==> src/rtl/mem_arb_pkg.sv <==
// Purpose : shared types and defaults for the two-port unified-memory arbiter.
// Latency : n/a (types and constants only).
// Backpr. : n/a.
package mem_arb_pkg;

  localparam int DEF_AW       = 32;
  localparam int DEF_DW       = 32;
  localparam int DEF_MAX_LOCK = 8;

  typedef enum logic [1:0] {
    OWN_NONE = 2'd0,
    OWN_M0   = 2'd1,
    OWN_M1   = 2'd2
  } owner_t;

  typedef enum logic {
    PORT_M0 = 1'b0,
    PORT_M1 = 1'b1
  } port_t;

  // Width of a counter that must hold 0..max_lock inclusive.
  function automatic int lock_cnt_w(input int max_lock);
    return (max_lock < 1) ? 1 : $clog2(max_lock + 1);
  endfunction

endpackage

==> src/rtl/mem_arbiter_if.sv <==
// Purpose : bundle of both requester ports plus the memory-side bus.
// Latency : n/a (wires only); gnt is combinational, rvalid/rdata one cycle after a read gnt.
// Backpr. : a requester holds req/adr/we/wdata stable until it sees gnt.
// Ports   : m0_*/m1_* requester handshake and data, mem_* memory bus.
//           slave  = arbiter view, master = requesters + memory view.
interface mem_arbiter_if #(
  parameter int AW = 32,
  parameter int DW = 32
);
  logic          m0_req,    m1_req;
  logic          m0_lock,   m1_lock;
  logic          m0_we,     m1_we;
  logic [AW-1:0] m0_adr,    m1_adr;
  logic [DW-1:0] m0_wdata,  m1_wdata;
  logic          m0_gnt,    m1_gnt;
  logic          m0_rvalid, m1_rvalid;
  logic [DW-1:0] m0_rdata,  m1_rdata;
  logic          mem_we;
  logic [AW-1:0] mem_adr;
  logic [DW-1:0] mem_wdata;
  logic [DW-1:0] mem_rdata;

  modport slave (
    input  m0_req, m1_req, m0_lock, m1_lock, m0_we, m1_we,
    input  m0_adr, m1_adr, m0_wdata, m1_wdata,
    output m0_gnt, m1_gnt, m0_rvalid, m1_rvalid, m0_rdata, m1_rdata,
    output mem_we, mem_adr, mem_wdata,
    input  mem_rdata
  );

  modport master (
    output m0_req, m1_req, m0_lock, m1_lock, m0_we, m1_we,
    output m0_adr, m1_adr, m0_wdata, m1_wdata,
    input  m0_gnt, m1_gnt, m0_rvalid, m1_rvalid, m0_rdata, m1_rdata,
    input  mem_we, mem_adr, mem_wdata,
    output mem_rdata
  );
endinterface

==> src/rtl/mem_arb_lockctr.sv <==
// Purpose : counts consecutive locked grants to the current owner; flags at_max.
// Latency : count updates at the clock edge; at_max is decoded from the register.
// Backpr. : none; saturates at MAX_LOCK instead of wrapping.
// Ports   : clk, reset (sync, active-high), inc, clr (clr wins), at_max.
module mem_arb_lockctr
  import mem_arb_pkg::*;
#(
  parameter int MAX_LOCK = DEF_MAX_LOCK
) (
  input  logic clk,
  input  logic reset,
  input  logic inc,
  input  logic clr,
  output logic at_max
);

  localparam int CW = lock_cnt_w(MAX_LOCK);

  logic [CW-1:0] lock_cnt_q, lock_cnt_d;

  assign at_max = (lock_cnt_q == CW'(MAX_LOCK));

  always_comb begin
    lock_cnt_d = lock_cnt_q;
    if (clr) begin
      lock_cnt_d = '0;
    end else if (inc && !at_max) begin
      lock_cnt_d = lock_cnt_q + CW'(1);
    end
  end

  always_ff @(posedge clk) begin
    if (reset) begin
      lock_cnt_q <= '0;
    end else begin
      lock_cnt_q <= lock_cnt_d;
    end
  end

endmodule

==> src/rtl/mem_arbiter.sv <==
// Purpose : arbitrates m0 (CPU) and m1 (host loader) onto one unified memory,
//           with optional lock and a bounded lock length to avoid starvation.
// Latency : gnt same cycle as req; read data + rvalid pulse one cycle after gnt.
// Backpr. : a losing requester simply keeps req high; no timeout.
// Ports   : clk, reset (sync, active-high), bus (mem_arbiter_if.slave).
// Config  : MEM_ARB_ROUND_ROBIN_EN defined -> round-robin on unlocked contention;
//           undefined -> fixed priority to m0.
module mem_arbiter
  import mem_arb_pkg::*;
#(
  parameter int AW       = DEF_AW,
  parameter int DW       = DEF_DW,
  parameter int MAX_LOCK = DEF_MAX_LOCK
) (
  input  logic         clk,
  input  logic         reset,
  mem_arbiter_if.slave bus
);

  owner_t        owner_q, owner_d;
  port_t         last_q,  last_d;
  logic [DW-1:0] rdata_q, rdata_d;
  logic          rv0_q,   rv0_d;
  logic          rv1_q,   rv1_d;

  logic          gnt0, gnt1, force_rel;
  logic          lock_inc, lock_clr, lock_at_max;
  logic [AW-1:0] adr_sel;
  logic [DW-1:0] wdata_sel;

  // Pick: an owner excludes the other port; the owner is cut off only when it
  // has used its full lock budget and the other port is waiting.
  always_comb begin
    gnt0      = 1'b0;
    gnt1      = 1'b0;
    force_rel = 1'b0;
    if (!reset) begin
      case (owner_q)
        OWN_M0: begin
          if (lock_at_max && bus.m1_req) force_rel = 1'b1;
          else                           gnt0      = bus.m0_req;
        end
        OWN_M1: begin
          if (lock_at_max && bus.m0_req) force_rel = 1'b1;
          else                           gnt1      = bus.m1_req;
        end
        default: begin
          if (bus.m0_req && bus.m1_req) begin
`ifdef MEM_ARB_ROUND_ROBIN_EN
            if (last_q == PORT_M1) gnt0 = 1'b1;
            else                   gnt1 = 1'b1;
`else
            gnt0 = 1'b1;
`endif
          end else begin
            gnt0 = bus.m0_req;
            gnt1 = bus.m1_req;
          end
        end
      endcase
    end
  end

  // Owner / last next state.
  always_comb begin
    owner_d = owner_q;
    last_d  = last_q;
    if (gnt0) begin
      owner_d = bus.m0_lock ? OWN_M0 : OWN_NONE;
    end else if (gnt1) begin
      owner_d = bus.m1_lock ? OWN_M1 : OWN_NONE;
    end else if (force_rel) begin
      owner_d = OWN_NONE;
      // Marking the evicted owner as last hands the next contention to the other port.
      last_d  = (owner_q == OWN_M0) ? PORT_M0 : PORT_M1;
    end else if (owner_q == OWN_M0 && !bus.m0_lock) begin
      owner_d = OWN_NONE;
    end else if (owner_q == OWN_M1 && !bus.m1_lock) begin
      owner_d = OWN_NONE;
    end
`ifdef MEM_ARB_ROUND_ROBIN_EN
    if (gnt0)      last_d = PORT_M0;
    else if (gnt1) last_d = PORT_M1;
`endif
  end

  // Any transition to (or stay in) no-owner clears the lock run length.
  assign lock_inc = (gnt0 & bus.m0_lock) | (gnt1 & bus.m1_lock);
  assign lock_clr = (owner_d == OWN_NONE);

  mem_arb_lockctr #(
    .MAX_LOCK (MAX_LOCK)
  ) u_lockctr (
    .clk    (clk),
    .reset  (reset),
    .inc    (lock_inc),
    .clr    (lock_clr),
    .at_max (lock_at_max)
  );

  // Memory-side mux; zero address/data when idle.
  always_comb begin
    adr_sel   = '0;
    wdata_sel = '0;
    if (gnt0) begin
      adr_sel   = bus.m0_adr;
      wdata_sel = bus.m0_wdata;
    end else if (gnt1) begin
      adr_sel   = bus.m1_adr;
      wdata_sel = bus.m1_wdata;
    end
  end

  assign bus.mem_adr   = adr_sel;
  assign bus.mem_wdata = wdata_sel;
  assign bus.mem_we    = (gnt0 & bus.m0_we) | (gnt1 & bus.m1_we);
  assign bus.m0_gnt    = gnt0;
  assign bus.m1_gnt    = gnt1;

  // Read-data pipeline: capture on a granted read, hold otherwise.
  always_comb begin
    rv0_d   = gnt0 & ~bus.m0_we;
    rv1_d   = gnt1 & ~bus.m1_we;
    rdata_d = rdata_q;
    if (rv0_d || rv1_d) rdata_d = bus.mem_rdata;
  end

  // Outputs are masked during reset so a pulse registered just before reset
  // assertion never reaches the requester.
  assign bus.m0_rvalid = rv0_q & ~reset;
  assign bus.m1_rvalid = rv1_q & ~reset;
  assign bus.m0_rdata  = reset ? '0 : rdata_q;
  assign bus.m1_rdata  = reset ? '0 : rdata_q;

  always_ff @(posedge clk) begin
    if (reset) begin
      owner_q <= OWN_NONE;
      last_q  <= PORT_M1;
      rdata_q <= '0;
      rv0_q   <= 1'b0;
      rv1_q   <= 1'b0;
    end else begin
      owner_q <= owner_d;
      last_q  <= last_d;
      rdata_q <= rdata_d;
      rv0_q   <= rv0_d;
      rv1_q   <= rv1_d;
    end
  end

endmodule

==> src/flat_wrapper.sv <==
// flat-port wrapper written by rule: the top's interface ports become plain ports
module mem_arbiter_flat import mem_arb_pkg::*;
#(
  parameter int AW       = DEF_AW,
  parameter int DW       = DEF_DW,
  parameter int MAX_LOCK = DEF_MAX_LOCK
)
  (clk, reset, bus_m0_req, bus_m1_req, bus_m0_lock, bus_m1_lock, bus_m0_we, bus_m1_we, bus_m0_adr, bus_m1_adr, bus_m0_wdata, bus_m1_wdata, bus_m0_gnt, bus_m1_gnt, bus_m0_rvalid, bus_m1_rvalid, bus_m0_rdata, bus_m1_rdata, bus_mem_we, bus_mem_adr, bus_mem_wdata, bus_mem_rdata);
  mem_arbiter_if #(.AW(AW), .DW(DW)) bus_i ();
  input  logic clk;
  input  logic reset;
  input wire logic [$bits(bus_i.m0_req)-1:0] bus_m0_req;
  input wire logic [$bits(bus_i.m1_req)-1:0] bus_m1_req;
  input wire logic [$bits(bus_i.m0_lock)-1:0] bus_m0_lock;
  input wire logic [$bits(bus_i.m1_lock)-1:0] bus_m1_lock;
  input wire logic [$bits(bus_i.m0_we)-1:0] bus_m0_we;
  input wire logic [$bits(bus_i.m1_we)-1:0] bus_m1_we;
  input wire logic [$bits(bus_i.m0_adr)-1:0] bus_m0_adr;
  input wire logic [$bits(bus_i.m1_adr)-1:0] bus_m1_adr;
  input wire logic [$bits(bus_i.m0_wdata)-1:0] bus_m0_wdata;
  input wire logic [$bits(bus_i.m1_wdata)-1:0] bus_m1_wdata;
  output wire logic [$bits(bus_i.m0_gnt)-1:0] bus_m0_gnt;
  output wire logic [$bits(bus_i.m1_gnt)-1:0] bus_m1_gnt;
  output wire logic [$bits(bus_i.m0_rvalid)-1:0] bus_m0_rvalid;
  output wire logic [$bits(bus_i.m1_rvalid)-1:0] bus_m1_rvalid;
  output wire logic [$bits(bus_i.m0_rdata)-1:0] bus_m0_rdata;
  output wire logic [$bits(bus_i.m1_rdata)-1:0] bus_m1_rdata;
  output wire logic [$bits(bus_i.mem_we)-1:0] bus_mem_we;
  output wire logic [$bits(bus_i.mem_adr)-1:0] bus_mem_adr;
  output wire logic [$bits(bus_i.mem_wdata)-1:0] bus_mem_wdata;
  input wire logic [$bits(bus_i.mem_rdata)-1:0] bus_mem_rdata;
  assign bus_i.m0_req = bus_m0_req;
  assign bus_i.m1_req = bus_m1_req;
  assign bus_i.m0_lock = bus_m0_lock;
  assign bus_i.m1_lock = bus_m1_lock;
  assign bus_i.m0_we = bus_m0_we;
  assign bus_i.m1_we = bus_m1_we;
  assign bus_i.m0_adr = bus_m0_adr;
  assign bus_i.m1_adr = bus_m1_adr;
  assign bus_i.m0_wdata = bus_m0_wdata;
  assign bus_i.m1_wdata = bus_m1_wdata;
  assign bus_m0_gnt = bus_i.m0_gnt;
  assign bus_m1_gnt = bus_i.m1_gnt;
  assign bus_m0_rvalid = bus_i.m0_rvalid;
  assign bus_m1_rvalid = bus_i.m1_rvalid;
  assign bus_m0_rdata = bus_i.m0_rdata;
  assign bus_m1_rdata = bus_i.m1_rdata;
  assign bus_mem_we = bus_i.mem_we;
  assign bus_mem_adr = bus_i.mem_adr;
  assign bus_mem_wdata = bus_i.mem_wdata;
  assign bus_i.mem_rdata = bus_mem_rdata;
  mem_arbiter #(.AW(AW), .DW(DW), .MAX_LOCK(MAX_LOCK)) u_core (.clk(clk), .reset(reset), .bus(bus_i));
endmodule
==> config.mk <==
export PLATFORM = sky130hd
export DESIGN_NAME = mem_arbiter_flat
export DESIGN_NICKNAME = d
export VERILOG_FILES = /design/src/rtl/mem_arb_pkg.sv /design/src/rtl/mem_arbiter_if.sv /design/src/rtl/mem_arb_lockctr.sv /design/src/rtl/mem_arbiter.sv /design/src/flat_wrapper.sv
export SDC_FILE = /design/constraint.sdc
export NUM_CORES = 1
export LEC_CHECK = 0
export BUFFER_PORTS_ARGS = -buffer_cell sky130_fd_sc_hd__buf_2
export CAP_MARGIN = 25
export CORE_AREA = 2 2 117 119
export CTS_BUF_LIST = sky130_fd_sc_hd__clkbuf_4
export CTS_CLUSTER_SIZE = 28
export DETAILED_ROUTE_END_ITERATION = 10
export DIE_AREA = 0 0 119 121
export SETUP_SLACK_MARGIN = 0.15
export SYNTH_ARGS = -nofsm -noshare
export SYNTH_HDL_FRONTEND = slang
export SYNTH_SLANG_ARGS = --single-unit
==> constraint.sdc <==
create_clock -name clk -period 2.6 [get_ports clk]
set_clock_uncertainty 0.05 [all_clocks]
set_input_delay 0.13 -clock clk [delete_from_list [all_inputs] [get_ports clk]]
set_output_delay 0.13 -clock clk [all_outputs]
set_load 0.02 [all_outputs]
# Yosys cells after proc, flatten, opt, wreduce, memory -nomap -nowiden
# Index checks and enable logic that the tools add are counted.
# word_totals
romBits	0
register_bits	40
latchBits	0
word_cells	58
output_inout_bits	133
mem_bits_rw	0
n_memories	0
# classes
n_reduce_logical	12
n_addsub	1
muxes	24
n_eq_ne	3
n_lt_le_gt_ge	0
shifts	0
multipliers	0
bitwise_logic	13
div_mod_pow	0
# ops
cell	n
$mux 32	5
$mux 2	6
$mux 1	10
$and 1x1->1	8
$logic_and 1x1->1	6
$pmux 1 s2	3
$add 4x1->4 const B	1
$eq 4x4->1 const B	1
$logic_not 1->1	3
$not 1->1	3
$eq 2x1->1 const B	1
$eq 2x2->1 const B	1
$logic_not 2->1	1
$or 1x1->1	2
$reduce_or 2->1	1
$logic_or 1x1->1	1

# Depth between registers and ports, before layout
# depth
ltp_word	10
depth_mapped	10
ltp_nobuf	8

# Modules after synthesis
# Synthesis repeated with hierarchy kept, for this count alone.
# hier_totals
cells_unflattened	311
hier_area_um2	2842.7
# by_module_without_submodules
module	area_per_inst_um2	cells_per_inst	instances	seq_area_each_um2
mem_arbiter	2618.8	286	1	720.7
mem_arb_lockctr	224.0	25	1	80.1

# Worst setup path before layout
# No wires, ideal clock.
# synth_path
path_type	reg-to-output
start	register u_core.owner_q[0]
end	output port bus_mem_wdata[10]
arrival_time_ns	2.019
required_ns	2.420
path_slack_ns	0.401
stages_incl_launch_ff	10
cell_sequence	dfxtp_1 > inv_1 > ha_1 > buf_2 > and3b_1 > a31oi_4 > inv_2 > buf_2 > buf_2 > a22o_1
# synth_via
elab_chain_len	5
word_cells_on_any_way	8
classes_between	eq/ne: 2; mux: 6
# synth_lines
item	line_no	rtl
start: declaration	mem_arbiter.sv:20	owner_t owner_q, owner_d;
start signal: assignment	mem_arbiter.sv:143	owner_q <= owner_d;
$eq 2x2->1 or $eq 2x1->1 (tied branches)	--	
$pmux 1 s2	mem_arbiter.sv:38	case (owner_q)
$mux 1	mem_arbiter.sv:37	if (!reset) begin
$mux 32	mem_arbiter.sv:108	end else if (gnt1) begin
$mux 32 *	mem_arbiter.sv:105	if (gnt0) begin
end: declaration	flat_wrapper.sv:30	output wire logic [$bits(bus_i.mem_wdata)-1:0] bus_mem_wdata;
# Every way passes the cells marked *; elsewhere a longest branch is shown, timed or not.

# Worst setup path after layout
# layout_path
start	register u_core.u_lockctr.lock_cnt_q[1]
end	output port bus_mem_adr[10]
# layout_via
elab_chain_len	7
word_cells_on_any_way	11
classes_between	eq/ne: 1; mux: 8; reduce/logical: 2
# layout_lines
item	line_no	rtl
start: declaration	mem_arb_lockctr.sv:19	logic [CW-1:0] lock_cnt_q, lock_cnt_d;
start signal: assignment	mem_arb_lockctr.sv:36	lock_cnt_q <= lock_cnt_d;
$eq 4x4->1 *	mem_arb_lockctr.sv:21	assign at_max = (lock_cnt_q == CW'(MAX_LOCK));
$logic_and 1x1->1	mem_arbiter.sv:44	if (lock_at_max && bus.m0_req) force_rel = 1'b1;
$mux 1	mem_arbiter.sv:44	
$pmux 1 s2	mem_arbiter.sv:38	
$mux 1	mem_arbiter.sv:37	
$mux 32	mem_arbiter.sv:108	
$mux 32 *	mem_arbiter.sv:105	
end: declaration	flat_wrapper.sv:29	output wire logic [$bits(bus_i.mem_adr)-1:0] bus_mem_adr;
# Marked as above.

==> reports/qor.yml <==
floorplan:
  die_h_um: 121
  rows: 42
  die_w_um: 119
  ios: 301
  initial_utilization_pct: 21.8
  coreArea_mm2: 0.0131
  dieArea_mm2: 0.0144
global_route:
  grt_usage_pct: 21.9
  grt_max_degree: 37
  grt_pass1_vias: 3914
  grt_overflow: 0
  grt_first_pass_wirelength_mm: 23.5
  antenna_found_initial: 9
logic_synthesis:
  yosysSeqAreaShare_pct: 28.0
  mappedNetlistArea_mm2: 0.00286
  synthArstFlopShare_pct: 0
  synth.largest_area_cell: "dfxtp_1"
  avgSynthCellArea_um2: 8.07
  synth.area.top_cells: "dfxtp_1, a22o_1, nand2_1"
  ys_warn_count: 0
  ys_ff_latch: 40
  synth_flop_cell: "dfxtp_1"
  syn_inst: 354
  synth_edf_count: 0
  syn-num-nets: 526
  synthDistinctLibCells: 39
  netlist.area_leader.share_pct: 28.0
routing:
  wire_per_inst_um: 19.9
  wl_mm: 16.9
  vias: 3951
  drc: 0
  firstDrtPassIters: 4
  ant_nets: 0
  vias_per_cell: 4.67
  drt_iter0_drc: 166
sta:
  setup_tns_ps: 0
  setup_violations: 0
  rsz0062_at_grt: "true"
  final.period_utilization_pct: 98.6
  drv_slew: 0
  relSlewSlack_pct: 61.4
  final_hold_viol_count: 0
  period_needed_ps: 2560
  max_freq_mhz: 390
  fin_ws_ps: 35.4
  tightestPinTransition_ps: 579
  fin_hold_ws_ps: 30.4
setup_path:
  path_class: "flop to output port"
  max_stage_delay_ps: 360
  worstPathArrival_ps: 2380
  cp-end-kind: "output port"
  path_max_fanout: 6
  crit_chain: "inv_2 -> ha_4 -> and3b_2 -> o21a_4 -> or2_4 -> nor2_8 -> buf_12 -> buf_6 -> clkbuf_16 -> a22o_1 -> buf_6"
  path_buf_inv: 5
  worst_path_dominant_cell_family: "simple AND/OR/NAND/NOR gates"
  cp.required_ps: 2420
  crit_top_cell: "buf_6"
  slowest_stage: "dfxtp_2"
  startpoint_type: "flop"
clocking:
  cts_tree: "built"
  path_clk_slew_ps: 130
  clock_latency_ps: 350
  root_buffer: "clkbuf_4"
  clockBufferDepth: 2
  cts_buffers: 5
  clock-sinks: 40
  htree_levels: 2
power:
  p_per_area_mw_per_mm2: 385
  finalPower_mw: 2.14
  leakagePower_nw: 2.79
  ir_worst_vdd_mv: 0.209
placed_design:
  port_buffers: 300
  dp_cells: 781
  dpl.hpwl_mm: 12.6
  gp_congestion: 0.907
  dp_slack_ps: 84.8
cells_and_area:
  syn2layout_area_growth_pct: 95.0
  layout-drive-gt1-share_pct: 55.6
  finalNetCount: 841
  fillers: 1318
  stdcell_count: 846
hold_path:
  hold_path.class: "input port to flop"
flow_run:
  drv_cap: 0
run_status:
  status: "finished, final reports clean"
[cell usage after synthesis, drive strengths merged, types with 2 or more instances]
library cell,instances
mux2i,2
a221oi,3
nand4b,2
nand3,2
buf,49
a21oi,35
nor2,6
ha,4
inv,9
and3b,2
nand2,65
a22o,66
o21ai,4
nor2b,36
clkbuf,11
dfxtp,40
[through the flow]
step           utilization (%)  instance area [µm²]
6_report                  42.6                 5570
5_1_grt                   42.5                 5570
4_1_cts                   41.6                 5440
3_5_place_dp              32.7                 4280
3_3_place_gp              32.7                 4280
2_1_floorplan                -                 2860
[sequential cells by signal (all words and copies together) (netlist names)]
name	flops
u_core.rdata_q	32
u_core.rv1_q	1
u_core.u_lockctr.lock_cnt_q	4
u_core.rv0_q	1
u_core.owner_q	2
[metal layers]
metal  vias up  track usage [%]  share of wire, %  wire, µm
met3        36             6.02               8.9      1500
met1      1815             26.4                41      6920
met2       234             38.1                47      7920
li1       1858                -                 -         -
met5         -                0              0.32        54
met4         8             6.47               2.8       478
[area by class of cell]
type	instances	area, µm²	area share (%)
tap	176	220	3.95
clock buffer	6	45.0	0.809
antenna	1	2.50	0.0449
multi-input combinational	245	1760	31.6
clock inverter	1	5.00	0.0899
inverter	9	38.8	0.696
timing repair buffer	368	2690	48.3
sequential	40	805	14.4
[power by group]
group	switching [mW]	internal (mW)
sequential	0.0152	0.648
combinational	0.589	0.571
clock	0.210	0.111
total	0.815	1.33
[final timing paths]
check / from / end / cells after the start / slack [ps]
setup / recovery: u_core.u_lockctr.lock_cnt_q[1]$_SDFFE_PP0P_ / bus_mem_adr[10] / 11 / 40
hold / removal: bus_m1_lock / u_core.owner_q[1]$_SDFF_PP0_ / 2 / 30
setup reg to reg: u_core.owner_q[1]$_SDFF_PP0_ / u_core.rdata_q[1]$_SDFFE_PP0P_ / 8 / 410
hold reg to reg: u_core.rdata_q[4]$_SDFFE_PP0P_ / u_core.rdata_q[4]$_SDFFE_PP0P_ / 2 / 400
[layout by cell type, fill, tap and decap left out, types with 3 or more instances in the layout]
cell type,Yosys,final
a21oi_1,35,35
a221oi_1,3,3
a22o_1,66,53
a22o_4,0,13
buf_12,0,4
buf_16,0,5
buf_2,11,236
buf_4,32,26
buf_6,6,57
clkbuf_16,0,3
clkbuf_4,0,6
dfxtp_1,40,37
dfxtp_2,0,3
dlygate4sd3_1,0,35
inv_1,8,6
nand2_1,65,65
nor2_1,5,5
nor2b_1,36,36
o21ai_0,3,3
[cell families (layout without fill, tap and decap cells)]
logic type / Yosys count / after routing / share of synthesized area (%)
compound gates: 119 / 119 / 32.9
other cells: 0 / 1 / 0
flops: 40 / 40 / 28.0
xor+xnor: 1 / 1 / 0.307
simple gates: 119 / 119 / 21.0
buf+inv: 69 / 384 / 15.3
mux: 2 / 2 / 0.701
fa+ha+maj: 4 / 4 / 1.75
[what timing repair did]
| action | in CTS | in global routing |
|---|---|---|
| hold endpoints to repair | 35 | 0 |
| gates resized for setup | 148 | 12 |
| cloned | 5 | 3 |
| pin swaps | 11 | 17 |
| hold buffers | 35 | 0 |
| buffers inserted | 14 | 0 |
| setup endpoints to repair | 65 | 64 |
Power figures use the tool's default switching activity.
